<file path="config.mk">
export PLATFORM = sky130hd
export DESIGN_NAME = fetch_unit
export DESIGN_NICKNAME = d
export VERILOG_FILES = /design/src/rtl/fetch_pkg.sv /design/src/rtl/fetch_queue.sv /design/src/rtl/fetch_unit.sv
export SDC_FILE = /design/constraint.sdc
export NUM_CORES = 1
export LEC_CHECK = 0
export CAP_MARGIN = 40
export CORE_UTILIZATION = 33
export DETAILED_ROUTE_END_ITERATION = 6
export SLEW_MARGIN = 15
export SYNTH_ARGS = -nofsm -noshare
export SYNTH_HDL_FRONTEND = slang
export SYNTH_SLANG_ARGS = --single-unit
</file>
<file path="constraint.sdc">
create_clock -name clk -period 8.9 [get_ports clk]
set_input_delay 2.225 -clock clk [delete_from_list [all_inputs] [get_ports clk]]
set_output_delay 2.225 -clock clk [all_outputs]
set_load 0.03 [all_outputs]
</file>
<file path="src/rtl/fetch_pkg.sv">
// Shared types and helpers for the fetch stage.
//   FETCH_WIDTH    : instructions per fetch block carried by fetch_entry_t
//   NOP_INSTR      : encoding shown on instr_blk_f slots when nothing is valid
//   fetch_entry_t  : one buffered block {pc, blk}
//   inflight_tag_t : bookkeeping for one accepted imem request {pc, kill}
//   fetch_bytes()  : PC step for a block of the given width
package fetch_pkg;

  localparam int unsigned FETCH_WIDTH = 2;
  localparam logic [31:0] NOP_INSTR   = 32'h0000_0013;

  typedef struct packed {
    logic [31:0]               pc;
    logic [FETCH_WIDTH*32-1:0] blk;
  } fetch_entry_t;

  typedef struct packed {
    logic [31:0] pc;
    logic        kill;
  } inflight_tag_t;

  function automatic logic [31:0] fetch_bytes(input int unsigned width);
    return 32'(width * 4);
  endfunction

endpackage

</file>
<file path="src/rtl/fetch_queue.sv">
// Synchronous FIFO for fetched blocks; flush beats push, head is combinational.
//   clk, reset_n : clock, async active-low reset
//   push/push_data : write one entry (ignored when full without a pop)
//   pop          : drop the head entry (ignored when empty)
//   flush        : empty the FIFO this cycle
//   count        : number of valid entries
//   head         : oldest entry (undefined when count == 0)
module fetch_queue #(
  parameter int unsigned DEPTH = 4,
  parameter type         T     = logic
) (
  input  logic                         clk,
  input  logic                         reset_n,
  input  logic                         push,
  input  T                             push_data,
  input  logic                         pop,
  input  logic                         flush,
  output logic [$clog2(DEPTH+1)-1:0]   count,
  output T                             head
);

  localparam int unsigned PW = $clog2(DEPTH);
  localparam int unsigned CW = $clog2(DEPTH + 1);

  T              mem [DEPTH];
  logic [PW-1:0] rd_ptr;
  logic [PW-1:0] wr_ptr;
  logic          do_pop;
  logic          do_push;

  // A push into a full queue is legal only when the head leaves in the same cycle.
  assign do_pop  = pop && (count != '0);
  assign do_push = push && ((32'(count) < DEPTH) || do_pop);
  assign head    = mem[rd_ptr];

  // Pointer and occupancy update.
  always_ff @(posedge clk or negedge reset_n) begin
    if (!reset_n) begin
      rd_ptr <= '0;
      wr_ptr <= '0;
      count  <= '0;
    end else if (flush) begin
      rd_ptr <= '0;
      wr_ptr <= '0;
      count  <= '0;
    end else begin
      if (do_push) wr_ptr <= wr_ptr + PW'(1);
      if (do_pop)  rd_ptr <= rd_ptr + PW'(1);
      count <= count + CW'(do_push) - CW'(do_pop);
    end
  end

  // Storage write.
  always_ff @(posedge clk) begin
    if (do_push && !flush) mem[wr_ptr] <= push_data;
  end

endmodule

</file>
<file path="src/rtl/fetch_unit.sv">
// Fetch stage: issues block requests to imem, tracks in-flight requests in order,
// buffers returned blocks and presents the oldest to the fetch-decode buffer.
//   clk, reset_n     : clock, async active-low reset
//   hold_fd          : decode stall, head is not consumed while high
//   redirect_valid/pc: restart fetch at redirect_pc (word aligned internally)
//   imem_req_*       : valid/ready request channel, block address
//   imem_resp_*      : in-order response channel, no backpressure
//   pc_addr_f, instr_blk_f, fetch_valid : head block towards decode (NOP when empty)
module fetch_unit
  import fetch_pkg::*;
#(
  parameter int unsigned CORE_WIDTH      = FETCH_WIDTH,
  parameter logic [31:0] RESET_PC        = 32'h0,
  parameter int unsigned QUEUE_DEPTH     = 4,
  parameter int unsigned MAX_OUTSTANDING = 2
) (
  input  logic                    clk,
  input  logic                    reset_n,
  input  logic                    hold_fd,
  input  logic                    redirect_valid,
  input  logic [31:0]             redirect_pc,
  output logic                    imem_req_valid,
  input  logic                    imem_req_ready,
  output logic [31:0]             imem_req_addr,
  input  logic                    imem_resp_valid,
  input  logic [CORE_WIDTH*32-1:0] imem_resp_data,
  output logic [31:0]             pc_addr_f,
  output logic [CORE_WIDTH*32-1:0] instr_blk_f,
  output logic                    fetch_valid
);

  localparam int unsigned QW = $clog2(QUEUE_DEPTH + 1);
  localparam int unsigned OW = $clog2(MAX_OUTSTANDING + 1);
  localparam int unsigned IW = (MAX_OUTSTANDING > 1) ? $clog2(MAX_OUTSTANDING) : 1;

  logic          run;
  logic [31:0]   fetch_pc;
  logic [OW-1:0] outstanding;
  inflight_tag_t tags   [MAX_OUTSTANDING];
  inflight_tag_t tags_n [MAX_OUTSTANDING];
  logic [IW-1:0] wr_idx;

  logic          req_fire;
  logic          resp_take;
  logic          q_push;
  logic          q_pop;
  logic [QW-1:0] q_count;
  fetch_entry_t  q_head;
  fetch_entry_t  q_push_data;
  logic          unused_pc_bits;

  assign unused_pc_bits = &{1'b0, redirect_pc[1:0]};

  // Credit check counts both in-flight requests and buffered blocks so the queue never overflows.
  assign imem_req_valid = run && !redirect_valid
                       && ((32'(outstanding) + 32'(q_count)) < QUEUE_DEPTH)
                       && (32'(outstanding) < MAX_OUTSTANDING);
  assign imem_req_addr  = fetch_pc;
  assign req_fire       = imem_req_valid && imem_req_ready;

  // Responses without a matching tag are ignored; killed or redirect-cycle responses are dropped.
  assign resp_take   = imem_resp_valid && (outstanding != '0);
  assign q_push      = resp_take && !tags[0].kill && !redirect_valid;
  assign q_push_data = '{pc: tags[0].pc, blk: imem_resp_data};

  assign fetch_valid = (q_count != '0);
  assign q_pop       = fetch_valid && !hold_fd;
  assign pc_addr_f   = fetch_valid ? q_head.pc  : 32'h0;
  assign instr_blk_f = fetch_valid ? q_head.blk : {CORE_WIDTH{NOP_INSTR}};

  // New tag lands behind the surviving ones after this cycle's response pops.
  assign wr_idx = IW'(outstanding - OW'(resp_take));

  // Tag tracker next state: shift on response, sticky kill on redirect, append on fire.
  always_comb begin
    tags_n = tags;
    if (resp_take) begin
      for (int i = 0; i < int'(MAX_OUTSTANDING) - 1; i++) tags_n[i] = tags[i+1];
      tags_n[MAX_OUTSTANDING-1] = '0;
    end
    if (redirect_valid) begin
      for (int i = 0; i < int'(MAX_OUTSTANDING); i++) tags_n[i].kill = 1'b1;
    end
    if (req_fire) tags_n[wr_idx] = '{pc: fetch_pc, kill: redirect_valid};
  end

  // PC, run enable, outstanding count and tag storage.
  always_ff @(posedge clk or negedge reset_n) begin
    if (!reset_n) begin
      run         <= 1'b0;
      fetch_pc    <= RESET_PC;
      outstanding <= '0;
      for (int i = 0; i < int'(MAX_OUTSTANDING); i++) tags[i] <= '0;
    end else begin
      run         <= 1'b1;
      outstanding <= outstanding + OW'(req_fire) - OW'(resp_take);
      tags        <= tags_n;
      if (redirect_valid)  fetch_pc <= {redirect_pc[31:2], 2'b00};
      else if (req_fire)   fetch_pc <= fetch_pc + fetch_bytes(CORE_WIDTH);
    end
  end

  // A response with nothing outstanding is a protocol violation by imem.
  always_ff @(posedge clk) begin
    if (reset_n) begin
      assert (!(imem_resp_valid && outstanding == '0))
        else $error("fetch_unit: imem response with no outstanding request");
    end
  end

  fetch_queue #(
    .DEPTH (QUEUE_DEPTH),
    .T     (fetch_entry_t)
  ) u_queue (
    .clk       (clk),
    .reset_n   (reset_n),
    .push      (q_push),
    .push_data (q_push_data),
    .pop       (q_pop),
    .flush     (redirect_valid),
    .count     (q_count),
    .head      (q_head)
  );

endmodule
</file>
==> flow_summary.ini <==
[setup_path]
end_kind = primary output
worstPathRequired_ps = 6680
cp_common_cell = clkdlybuf4s50_1
rr_startpoint = outstanding[0]
worst_r2r_endpoint = u_queue.mem[3][9]
r2r_cells = 5
path_class = in2out
cp_max_fo = 13
cp.arrival_ps = 3810
cp-start-kind = primary input
cpPeakStageDelay_ps = 700
reg2reg_slack_ps = 6080
critical_path.cell_chain = clkdlybuf4s50_1, nor2_1, clkdlybuf4s50_1
crit_slowest_cell = clkdlybuf4s50_1

[layout]
drive_above_1_share = 0.161
fin_area_mm2 = 0.0249
insertedDiodeCount = 0
fin_nets = 1515
area_delta_synth_final_pct = 26.6
final_cells = 2221

[yosys]
synthArstFlopShare = 0.216
yosysTopAreaCellShare = 0.586
synth-seq-area-share = 0.721
synthTopCellsByCount = edfxtp_1 (384), nand2_1 (129), dfrtp_1 (106)
synthTopCellsByArea = edfxtp_1 (59%), dfrtp_1 (13%), mux4_2 (11%), and2_1 (3.1%), nand2_1 (2.5%)
ys_warn_count = 0
synth_area_leader_cell = edfxtp_1
synthCells = 1166
yosysMostFrequentCell = edfxtp_1
synth_edf_count = 384
yosysUniqueCellTypes = 59
ys_seq_elements = 490
synth_area_per_cell_um2 = 16.9
ys.flop_type = edfxtp_1
synth_area_mm2 = 0.0197

[clocking]
cts_tree = done
cts.sinks = 490
post_cts_buffers = 0
clk_latency_ps = 600
root_buffer = clkbuf_16
cts-buffers-inserted = 54
postCtsResizedCells = 0
ctsHtreeMaxLevel = 2
cts.path.max_buffers = 3
path_clk_slew_ps = 60
hold_buffers = 0

[detailed_routing]
route.vias.total = 10800
firstDrtPassIters = 5
drtIter0Drc = 639
antenna_left = 0
drt_wl_total_mm = 43.5
vias_per_cell = 4.88
wl_per_cell_um = 19.6
drc = 0

[min_path]
min_from = q_push_data[91]
hold_end = u_queue.mem[2][91]
hold_path.class = reg2reg
holdPathStages = 0

[sta]
slew_headroom = 0.543
skew_ps = 36.0
period_minus_slack_ps = 6040
rsz0062_at_grt = no
fin_crit_sh = 0.678
fmax_mhz = 166
slew_viol_final = 0
worst_slew_pin_slew_ps = 686
tns_ps = 0
setup_viol_count_final = 0
hold_violations = 0

[place]
hpwl_mm = 26.6
io_buffers = 227
gp_congestion = 0.767
placed_area_mm2 = 0.0230
dp.cells = 2117

[floorplan]
dieArea_mm2 = 0.0606
initial_utilization = 0.334
dieHeight_um = 246
ios = 232
rows = 89
die_x_um = 246
design.core.area_mm2 = 0.0589

[global_route]
grt_use_total = 0.145
grt_max_degree = 65
antenna_found_initial = 0
grt_pass1_wl_mm = 67.5
grt_pass1_vias = 11500
gr-total-overflow = 0

[outcome]
outcome = finished clean

[power_and_ir_drop]
power_density_mw_per_mm2 = 284
ir_worst_vdd_v = 0.000208
power.leakage_uw = 0.00857

[flow_run]
max_cap_violations = 0
-- logic make-up after synthesis --
| logic type | Yosys count | share of synthesized area |
|---|---|---|
| xor gates and xnor gates | 16 | 0.00713 |
| DFF | 490 | 0.721 |
| muxes | 134 | 0.130 |
| other | 2 | 0.000382 |
| adders and majority gates | 11 | 0.00738 |
| and+or+nand+nor | 311 | 0.0819 |
| buffers and inverters | 87 | 0.0185 |
| AOI/OAI and AO/OA | 115 | 0.0339 |
-- worst max-delay path, delay by kind of cell --
family	cells	cell delay [ps]
buf+inv	2	1360
simple gates	1	220
-- report_power, final --
part	switching, uW	leakage [uW]	internal [uW]
clock network	912	0.000924	1420
logic	1110	0.00271	898
registers	142	0.00493	2590
total	2170	0.00857	4910
-- cell usage in the layout, fill, tap and decap left out, types with 3 or more instances in the layout --
cell type        Yosys  routed
nor2_1              15      14
ha_1                10      10
clkinv_1             1       8
mux2_2               5       5
nand2_1            129     129
clkbuf_16            0      55
xor2_1               7       7
inv_6                0       3
o21ai_0             37      37
a22oi_1              3       3
clkinv_2             0       9
xnor2_1              9       9
mux2i_1             33      33
o311ai_0             3       3
a31oi_1              3       3
o21ai_1             41      40
or4_1                3       3
o211ai_1             5       5
bufinv_16            0       9
buf_16               0       8
clkbuf_1            48      12
mux4_2              96      96
inv_1               12      12
nand3_1             13      13
a21oi_1              7       7
buf_4                5      15
nand4_1             13      13
clkdlybuf4s50_1      0     226
nor4_1               6       6
and2_1              96      91
nor2b_1              4       4
and3_1               4       4
dfrtp_1            106     104
conb_1               2       3
nor3_1               8       7
and2_4               0       4
or2_2                6       6
edfxtp_1           384     384
and4_1               3       3
-- worst max path at each step --
stage | end | start | cells after the start | slack (ps)
after global placement | imem_req_valid | redirect_valid | 3 | 2880
after floorplan | u_queue.mem[0][0] | imem_resp_valid | 3 | 3250
final | imem_req_valid | redirect_valid | 3 | 2860
after detailed placement | imem_req_valid | redirect_valid | 3 | 2860
after global routing | imem_req_valid | redirect_valid | 3 | 2790
after CTS | imem_req_valid | redirect_valid | 3 | 2850
-- layout make-up --
cell class | count | area [um2]
fillers | 5248 | 34000
flip-flops and latches | 490 | 14200
multi-input cells | 590 | 5160
repair buffers | 252 | 2640
clock buffers | 69 | 1450
well taps | 773 | 967
clock inverters | 33 | 439
inverters | 14 | 52.6
-- layer usage --
layer	GRT usage	part of all wire
met1	0.198	0.45
met2	0.236	0.47
met3	0.0317	0.063
met4	0.0349	0.017
met5	0	0
-- registers in the layout, summed over array words and instances (netlist names) --
signal,cells
tags,34
outstanding,2
u_queue.mem,384
u_queue.count,3
run,1
u_queue.rd_ptr,2
imem_req_addr,30
u_queue.wr_ptr,2
q_push_data,32
-- metrics by stage --
stage | setup WS (ps) | util | hold WS [ps] | total power [uW]
2_1_floorplan | 3250 | - | 476 | 3970
3_3_place_gp | 2880 | 0.386 | 490 | 4790
3_5_place_dp | 2860 | 0.390 | 508 | 4840
4_1_cts | 2850 | 0.422 | 501 | 7190
5_1_grt | 2790 | 0.423 | 532 | 7390
6_report | 2860 | 0.423 | 505 | 7080
(Power assumes the default switching activity.)
